**config.mk**
```make
export PLATFORM = sky130hd
export DESIGN_NAME = rr_arb_mux
export DESIGN_NICKNAME = d
export VERILOG_FILES = /design/src/rtl/rr_arb_pkg.sv /design/src/rtl/rr_arb_mux_picker.sv /design/src/rtl/rr_arb_mux.sv
export SDC_FILE = /design/constraint.sdc
export NUM_CORES = 1
export LEC_CHECK = 0
export ABC_AREA = 1
export CAP_MARGIN = 20
export CORE_MARGIN = 2
export CORE_UTILIZATION = 45
export CTS_CLUSTER_SIZE = 30
export DETAILED_ROUTE_END_ITERATION = 6
export PLACE_DENSITY = 0.86
export SLEW_MARGIN = 15
export SYNTH_ARGS = -nofsm -noshare
export SYNTH_HDL_FRONTEND = slang
export SYNTH_SLANG_ARGS = --single-unit
```
**constraint.sdc**
```tcl
create_clock -name clk -period 10.2 [get_ports clk]
set_input_delay 3.06 -clock clk [delete_from_list [all_inputs] [get_ports clk]]
set_output_delay 3.06 -clock clk [all_outputs]
set_load 0.02 [all_outputs]
```
**src/rtl/rr_arb_pkg.sv**
```systemverilog
// Shared helpers for the round-robin arbiter family: index width,
// pointer reset value and per-channel data slicing.
package rr_arb_pkg;

  function automatic int idx_w(input int n);
    return (n < 1) ? 1 : n;
  endfunction

  // Pointer starts on the last channel so the first search begins at 0.
  function automatic int ptr_rst(input int n);
    return (1 << n) - 1;
  endfunction

  function automatic int lane_lo(input int i, input int w);
    return i * w;
  endfunction

endpackage

```
**src/rtl/rr_arb_mux_picker.sv**
```systemverilog
// Combinational round-robin picker: rotate the request vector past the
// pointer, priority-encode, then un-rotate back to a channel index.
module rr_picker
  import rr_arb_pkg::*;
#(
  parameter int N = 2
) (
  input  logic [(1<<N)-1:0] i_req,
  input  logic [N-1:0]      i_ptr,
  output logic [N-1:0]      o_idx,
  output logic              o_vld
);

  localparam int C  = 1 << N;
  localparam int IW = idx_w(N);

  logic [C-1:0]  w_rot;
  logic [IW-1:0] w_off;

  always_comb begin
    w_rot = '0;
    // Index arithmetic is N bits wide, so the wrap mod C is free.
    for (int j = 0; j < C; j++)
      w_rot[j] = i_req[i_ptr + IW'(1) + IW'(j)];
    w_off = '0;
    for (int j = C - 1; j >= 0; j--)
      if (w_rot[j]) w_off = IW'(j);
    o_vld = |i_req;
    o_idx = i_ptr + IW'(1) + w_off;
  end

endmodule

```
**src/rtl/rr_arb_mux.sv**
```systemverilog
// Merges 2**N valid/ready channels onto one registered output, round-robin
// by default or pinned to force_sel in forced mode.
module rr_arb_mux
  import rr_arb_pkg::*;
#(
  parameter int N = 2,
  parameter int W = 8
) (
  input  logic                  clk,
  input  logic                  rst,
  input  logic [(1<<N)*W-1:0]   in_data,
  input  logic [(1<<N)-1:0]     in_valid,
  output logic [(1<<N)-1:0]     in_ready,
  input  logic                  force_en,
  input  logic [N-1:0]          force_sel,
  output logic [W-1:0]          out_data,
  output logic                  out_valid,
  output logic [N-1:0]          out_sel,
  input  logic                  out_ready
);

  localparam int C  = 1 << N;
  localparam int IW = idx_w(N);

  logic [W-1:0]  r_data;
  logic          r_valid;
  logic [IW-1:0] r_sel;
  logic [IW-1:0] r_ptr;

  logic          w_load;
  logic [IW-1:0] w_rr_idx;
  logic          w_rr_vld;
  logic [IW-1:0] w_g;
  logic          w_gv;
  logic [W-1:0]  w_gdata;

  rr_picker #(.N(N)) u_picker (
    .i_req (in_valid),
    .i_ptr (r_ptr),
    .o_idx (w_rr_idx),
    .o_vld (w_rr_vld)
  );

  assign w_load = !r_valid || out_ready;
  assign w_g    = force_en ? force_sel : w_rr_idx;
  assign w_gv   = force_en ? in_valid[force_sel] : w_rr_vld;

  always_comb begin
    w_gdata = '0;
    for (int i = 0; i < C; i++)
      if (w_g == IW'(i)) w_gdata = in_data[lane_lo(i, W) +: W];
  end

  always_comb begin
    in_ready = '0;
    if (!rst && w_load && w_gv) in_ready[w_g] = 1'b1;
  end

  always_ff @(posedge clk) begin
    if (rst) begin
      r_data  <= '0;
      r_valid <= 1'b0;
      r_sel   <= '0;
      r_ptr   <= IW'(ptr_rst(N));
    end else if (w_load) begin
      if (w_gv) begin
        r_data  <= w_gdata;
        r_sel   <= w_g;
        r_valid <= 1'b1;
        r_ptr   <= w_g;
      end else begin
        // No grant: drop valid, keep the last word visible for debug.
        r_valid <= 1'b0;
      end
    end
  end

  assign out_data  = r_data;
  assign out_valid = r_valid;
  assign out_sel   = r_sel;

endmodule

```
[Word level (Yosys, flattened, before mapping)]
Cells that the tools add are included.
Cells by class
  eq/ne operators: 3
  reductions and logical operators: 9
  $add $sub $neg: 5
  $lt $le $gt $ge: 7
  mux-type cells: 24
Operators with widths (number)
  8-bit 2-to-1 mux: 4
  2-bit by 3-bit < comparator with 1-bit output (second input constant): 6
  1-bit binary-select mux with 2-bit select: 5
  2-bit 2-to-1 mux: 5
  1-bit 2-to-1 mux: 8
  2-bit by 1-bit adder with 2-bit output (second input constant): 2
  2-bit adder (second input constant): 2
  2-bit == test (second input constant): 2
  4-bit 2-to-1 mux: 1
  4-bit OR reduction: 1
  1-bit logical AND: 3
  2-bit adder: 1
  1-bit demux with 2-bit select: 1
  2-bit by 1-bit == test with 1-bit output (second input constant): 1
  2-bit by 1-bit >= comparator with 1-bit output (second input constant): 1
  1-bit logical NOT: 2
  2-bit logical NOT: 1
  2-bit AND reduction: 1
  1-bit logical OR: 1
Storage, ports and cells
  register bits after elaboration: 13
  output and inout bits: 15

[Depth between registers and ports, before layout]
  depth in word-level cells: 15
  gate-level depth with buffers: 19
  gate-level depth less buffers: 18

[By module]
From an unflattened synthesis, not the netlist that was laid out.
Unflattened totals
  cell total of the unflattened synthesis: 203
  area, all modules: 1171.1 um^2
Modules (own cells, without submodules)
  rr_arb_mux: cells an instance 146, instances 1, area an instance 902.1 um^2, sequential area each 260.2 um^2
  rr_picker: cells an instance 57, instances 1, area an instance 269.0 um^2, sequential area each 0.0 um^2

[Worst setup path after synthesis]
OpenSTA, ideal clock, no wires.
  path kind: input to output
  start: input port in_valid[2]
  end: output port in_ready[0]
  path buffers: 1
  data arrival time: 4946 ps
  data required time: 7140 ps
  stages: 13
  path slack: 2194 ps
  cells stage by stage: inv_1 > nand2_1 > nand3_1 > nand2_4 > a31oi_1 > nor2_1 > ha_1 > xor2_2 > nand3_1 > nand3_4 > nand2_8 > buf_12 > nor3_1
Between the ends
  longest elaborated chain between the ends: 13
  elaborated cells on any way between the ends: 25
  those cells by class: 1 x add/sub; 2 x order compare; 19 x mux; 3 x reduce/logical
Ends and longest elaborated chain
  from (decl): RTL line rr_arb_mux.sv:12  | input logic [(1<<N)-1:0] in_valid,
  1-bit binary-select mux with 2-bit select: RTL line rr_arb_mux_picker.sv:24  | w_rot[j] = i_req[i_ptr + IW'(1) + IW'(j)];
  1-bit 2-to-1 mux (not written as such): RTL line rr_arb_mux_picker.sv:24
  2-bit 2-to-1 mux (4 in series): RTL line rr_arb_mux_picker.sv:27  | if (w_rot[j]) w_off = IW'(j);
  2-bit adder: RTL line rr_arb_mux_picker.sv:29  | o_idx = i_ptr + IW'(1) + w_off;
  2-bit 2-to-1 mux: RTL line rr_arb_mux.sv:45  | assign w_g = force_en ? force_sel : w_rr_idx;
  2-bit by 3-bit < comparator with 1-bit output (not written as such) / 2-bit by 1-bit >= comparator with 1-bit output (equally long branches): RTL line rr_arb_mux.sv:56  | if (!rst && w_load && w_gv) in_ready[w_g] = 1'b1;
  1-bit logical AND (not written as such): RTL line rr_arb_mux.sv:56
  1-bit 2-to-1 mux (not written as such): RTL line rr_arb_mux.sv:56
  1-bit demux with 2-bit select: RTL line rr_arb_mux.sv:56
  4-bit 2-to-1 mux (*): RTL line rr_arb_mux.sv:56
  to (decl): RTL line rr_arb_mux.sv:13  | output logic [(1<<N)-1:0] in_ready,
Every way passes the cells marked *; elsewhere a longest branch is shown, timed or not. The select of a mux whose other input is x is not followed.

[Worst setup path after layout]
  start: input port in_valid[3]
  end: output port in_ready[2]
Same word-level chain as after synthesis.

==> results by group <==
Status
  • Status: finished, final reports clean

Worst setup path
  • FF-to-FF Start: r_ptr[0]
  • Crit path from: in_valid[3]
  • Buf/Inv on CP: 5
  • Most common cell type on the critical path: nand2_1
  • Setup crit end kind: output pin
  • Critical path depth in cells: 15
  • Max stage delay on crit path: 0.61 ns
  • R2R depth: 17
  • RR Endpoint: out_data[2]
  • Reg2reg setup slack: 7.39 ns
  • Largest fanout on the critical path: 17
  • Crit path capture: in_ready[2]
  • Worst Path Required: 7.14 ns
  • Worst path slowest cell: clkdlybuf4s50_1
  • Startpoint Class: input pin
  • Critical path class: in2out
  • Cell family with most CP delay: buffers and inverters
  • Critical Path AT: 5.92 ns
  • Crit-path cells: clkdlybuf4s50_1 > inv_1 > nand2_1 > nand3_1 > nand2_4 > a31oi_1 > nor2_1 > ha_1 > nand2_1 > nand2_1 > buf_4 > inv_1 > nand2_1 > nor2_1 > clkdlybuf4s50_1

Worst hold path
  • Hold/Removal Path Class: reg2reg

Layout
  • Fillcell total: 217
  • Share of cells above drive strength 1: 14.81%
  • Area occupied by multi-input gates: 820.8 sq um
  • Nets: 287
  • Util after Layout: 70.70%
  • # diodes: 0
  • Post-route cell area: 1799 sq um
  • Reg area: 260.3 sq um
  • Area grow syn2layout: 46.14%

Global route
  • Vias in the first global route: 1357
  • Initial antenna violation count: 0
  • GRT Util Overall: 21.83%
  • First-pass GRT wire length: 5609 um
  • Pin count of the biggest net entering global routing: 20
  • GR Overflow Total: 0

Timing
  • RSZ-0062 raised after global routing: no
  • Worst-Margin Slew: 0.5315 ns
  • Slew headroom: 64.53%
  • # setup viols final: 0
  • Tmin final: 8.984 ns
  • Final period util: 88.08%
  • Endpoints failing hold: 0
  • Setup TNS: 0 ns
  • Setup Skew: 0.001212 ns
  • Slew Viols, Final: 0
  • Fmax: 0.1113 GHz

Clocking
  • Insertion delay to the later sink of the worst-skew pair: 0.27 ns
  • H-tree Lvls: 1
  • CTS tree: done
  • CTS sink cnt: 13
  • Post-CTS setup buffers: 0
  • Maximum clock path buffer count: 2
  • Post-CTS Resized: 0
  • CTS Buf Count: 3
  • Root buffer cell: clkbuf_4
  • Reg clk slew, reported paths: 0.08 ns
  • Post-CTS Hold Fix Bufs: 0

Synth
  • Synth top area cells: dfxtp_1 (21%), nand2_1 (18%), nand3_1 (6.1%), inv_1 (5.8%), nand2_2 (5.1%)
  • Leading area contributor after synthesis: dfxtp_1
  • Synth warn: 0
  • Sequential share of the synthesized area: 21.14%
  • Synth cell types: 31
  • Most common cell in the netlist: nand2_1
  • Top-area cell type share of the netlist area: 21.14%
  • Post-Syn Area: 1231 sq um
  • Number of synthesized flops with an enable pin: 0
  • Synth Net Count: 231
  • Cells after Synth: 188
  • Most common library cells after synthesis: nand2_1 (59), inv_1 (19), nand3_1 (15), dfxtp_1 (13), nor2_1 (13)
  • Main synth FF type: dfxtp_1
  • Register bit count reported by yosys: 13
  • Synth async-reset ratio: 0%
  • Mean Syn Cell Area: 6.549 sq um

Floorplan
  • Die area: 3170 sq um
  • Std cell rows: 18
  • Initial core utilization: 48.38%
  • Io pins: 57
  • DIE WIDTH: 56.31 um
  • Core area: 2545 sq um
  • Die height: 56.31 um

Detailed routing
  • DRC: 0
  • Initial drt markers: 61
  • Final WL: 3380 um
  • ANT nets after route: 0
  • Wire length per cell: 12.38 um
  • Vias: 1399
  • Via density: 5.125
  • Pre-Repair DR Iteration Count: 4

Place
  • IO buf count: 56
  • Placed inst area: 1773 sq um
  • Final RePlAce weighted congestion: 0.9322
  • Hpwl dp: 2679 um

Pwr
  • Static Leak: 0.8060 nW
  • Power, Total: 274.5 uW
  • Power Dens Cells: 152.6 nW/um^2
  • Peak supply drop: 0.1609 mV

Job
  • Max-cap violations: 0
registers in the layout (all words and copies together) (netlist names):
signal	cells
out_valid	1
r_ptr	2
out_sel	2
out_data	8
cell usage in the layout, fill, tap and decap left out, types with 2 or more instances in the layout:
| cell type | n |
|---|---|
| a21oi_1 | 5 |
| a21oi_2 | 2 |
| clkbuf_4 | 3 |
| clkdlybuf4s50_1 | 56 |
| dfxtp_1 | 13 |
| inv_1 | 19 |
| nand2_1 | 59 |
| nand2_2 | 10 |
| nand2_4 | 2 |
| nand2_8 | 2 |
| nand3_1 | 15 |
| nand3_2 | 6 |
| nand4_1 | 8 |
| nor2_1 | 13 |
| nor2_4 | 3 |
| nor3_1 | 2 |
| o211ai_1 | 2 |
| o21ai_0 | 7 |
| o21ai_1 | 4 |
| or2_2 | 2 |
where the power goes:
part / internal (mW) / switching, mW / total [mW] / leakage (nW)
Combinational: 0.0723 / 0.103 / 0.175 / 0.683
Sequential: 0.0605 / 0.00796 / 0.0685 / 0.108
Clock: 0.0151 / 0.0160 / 0.0312 / 0.0150
per-layer routing:
metal	global-route usage [%]	part of all wire [%]
met1	22.82	39
met5	0	0
met3	7.143	7.2
met2	42.02	52
met4	4.422	1.6
cells by family (layout without fill, tap and decap cells):
| kind of cell | after synthesis | count (layout) | share of synthesized area [%] |
|---|---|---|---|
| flops | 13 | 13 | 21.14 |
| buf+inv | 27 | 82 | 12.19 |
| fa+ha+maj | 1 | 1 | 1.016 |
| xor+xnor | 1 | 1 | 1.321 |
| simple gates | 123 | 123 | 53.15 |
| compound gates | 23 | 23 | 11.18 |
worst min path at each step:
stage | from | endpoint | slack [ns] | cells after the start
final | out_data[3] | out_data[3] | 0.47 | 2
after CTS | out_data[2] | out_data[2] | 0.47 | 2
after global placement | out_sel[0] | out_sel[0] | 0.46 | 2
after detailed placement | out_data[3] | out_data[3] | 0.46 | 2
after global routing | out_data[2] | out_data[2] | 0.49 | 2
after floorplan | out_data[2] | out_data[2] | 0.54 | 2
layout make-up:
type	instances	share of cell area, %
Clock buffer	4	1.460
Inverter	21	4.798
Multi-Input combinational cell	148	45.62
Sequential cell	13	14.46
Tap cell	30	2.086
Timing Repair Buffer	57	31.57
tightest hold or removal path, stage by stage (launching register included):
cell and delay, ns:
dfxtp_1 0.31, nand2_1 0.06, a21oi_1 0.05
through the flow:
stage | hold WS, ns | setup slack [ns] | instances
2_1_floorplan | 0.5422 | 2.194 | 188
3_3_place_gp | 0.4555 | 1.281 | 269
3_5_place_dp | 0.4592 | 1.248 | 269
4_1_cts | 0.4702 | 1.221 | 273
5_1_grt | 0.4867 | 0.9598 | 273
6_report | 0.4686 | 1.216 | 273
(Power assumes the default switching activity.)
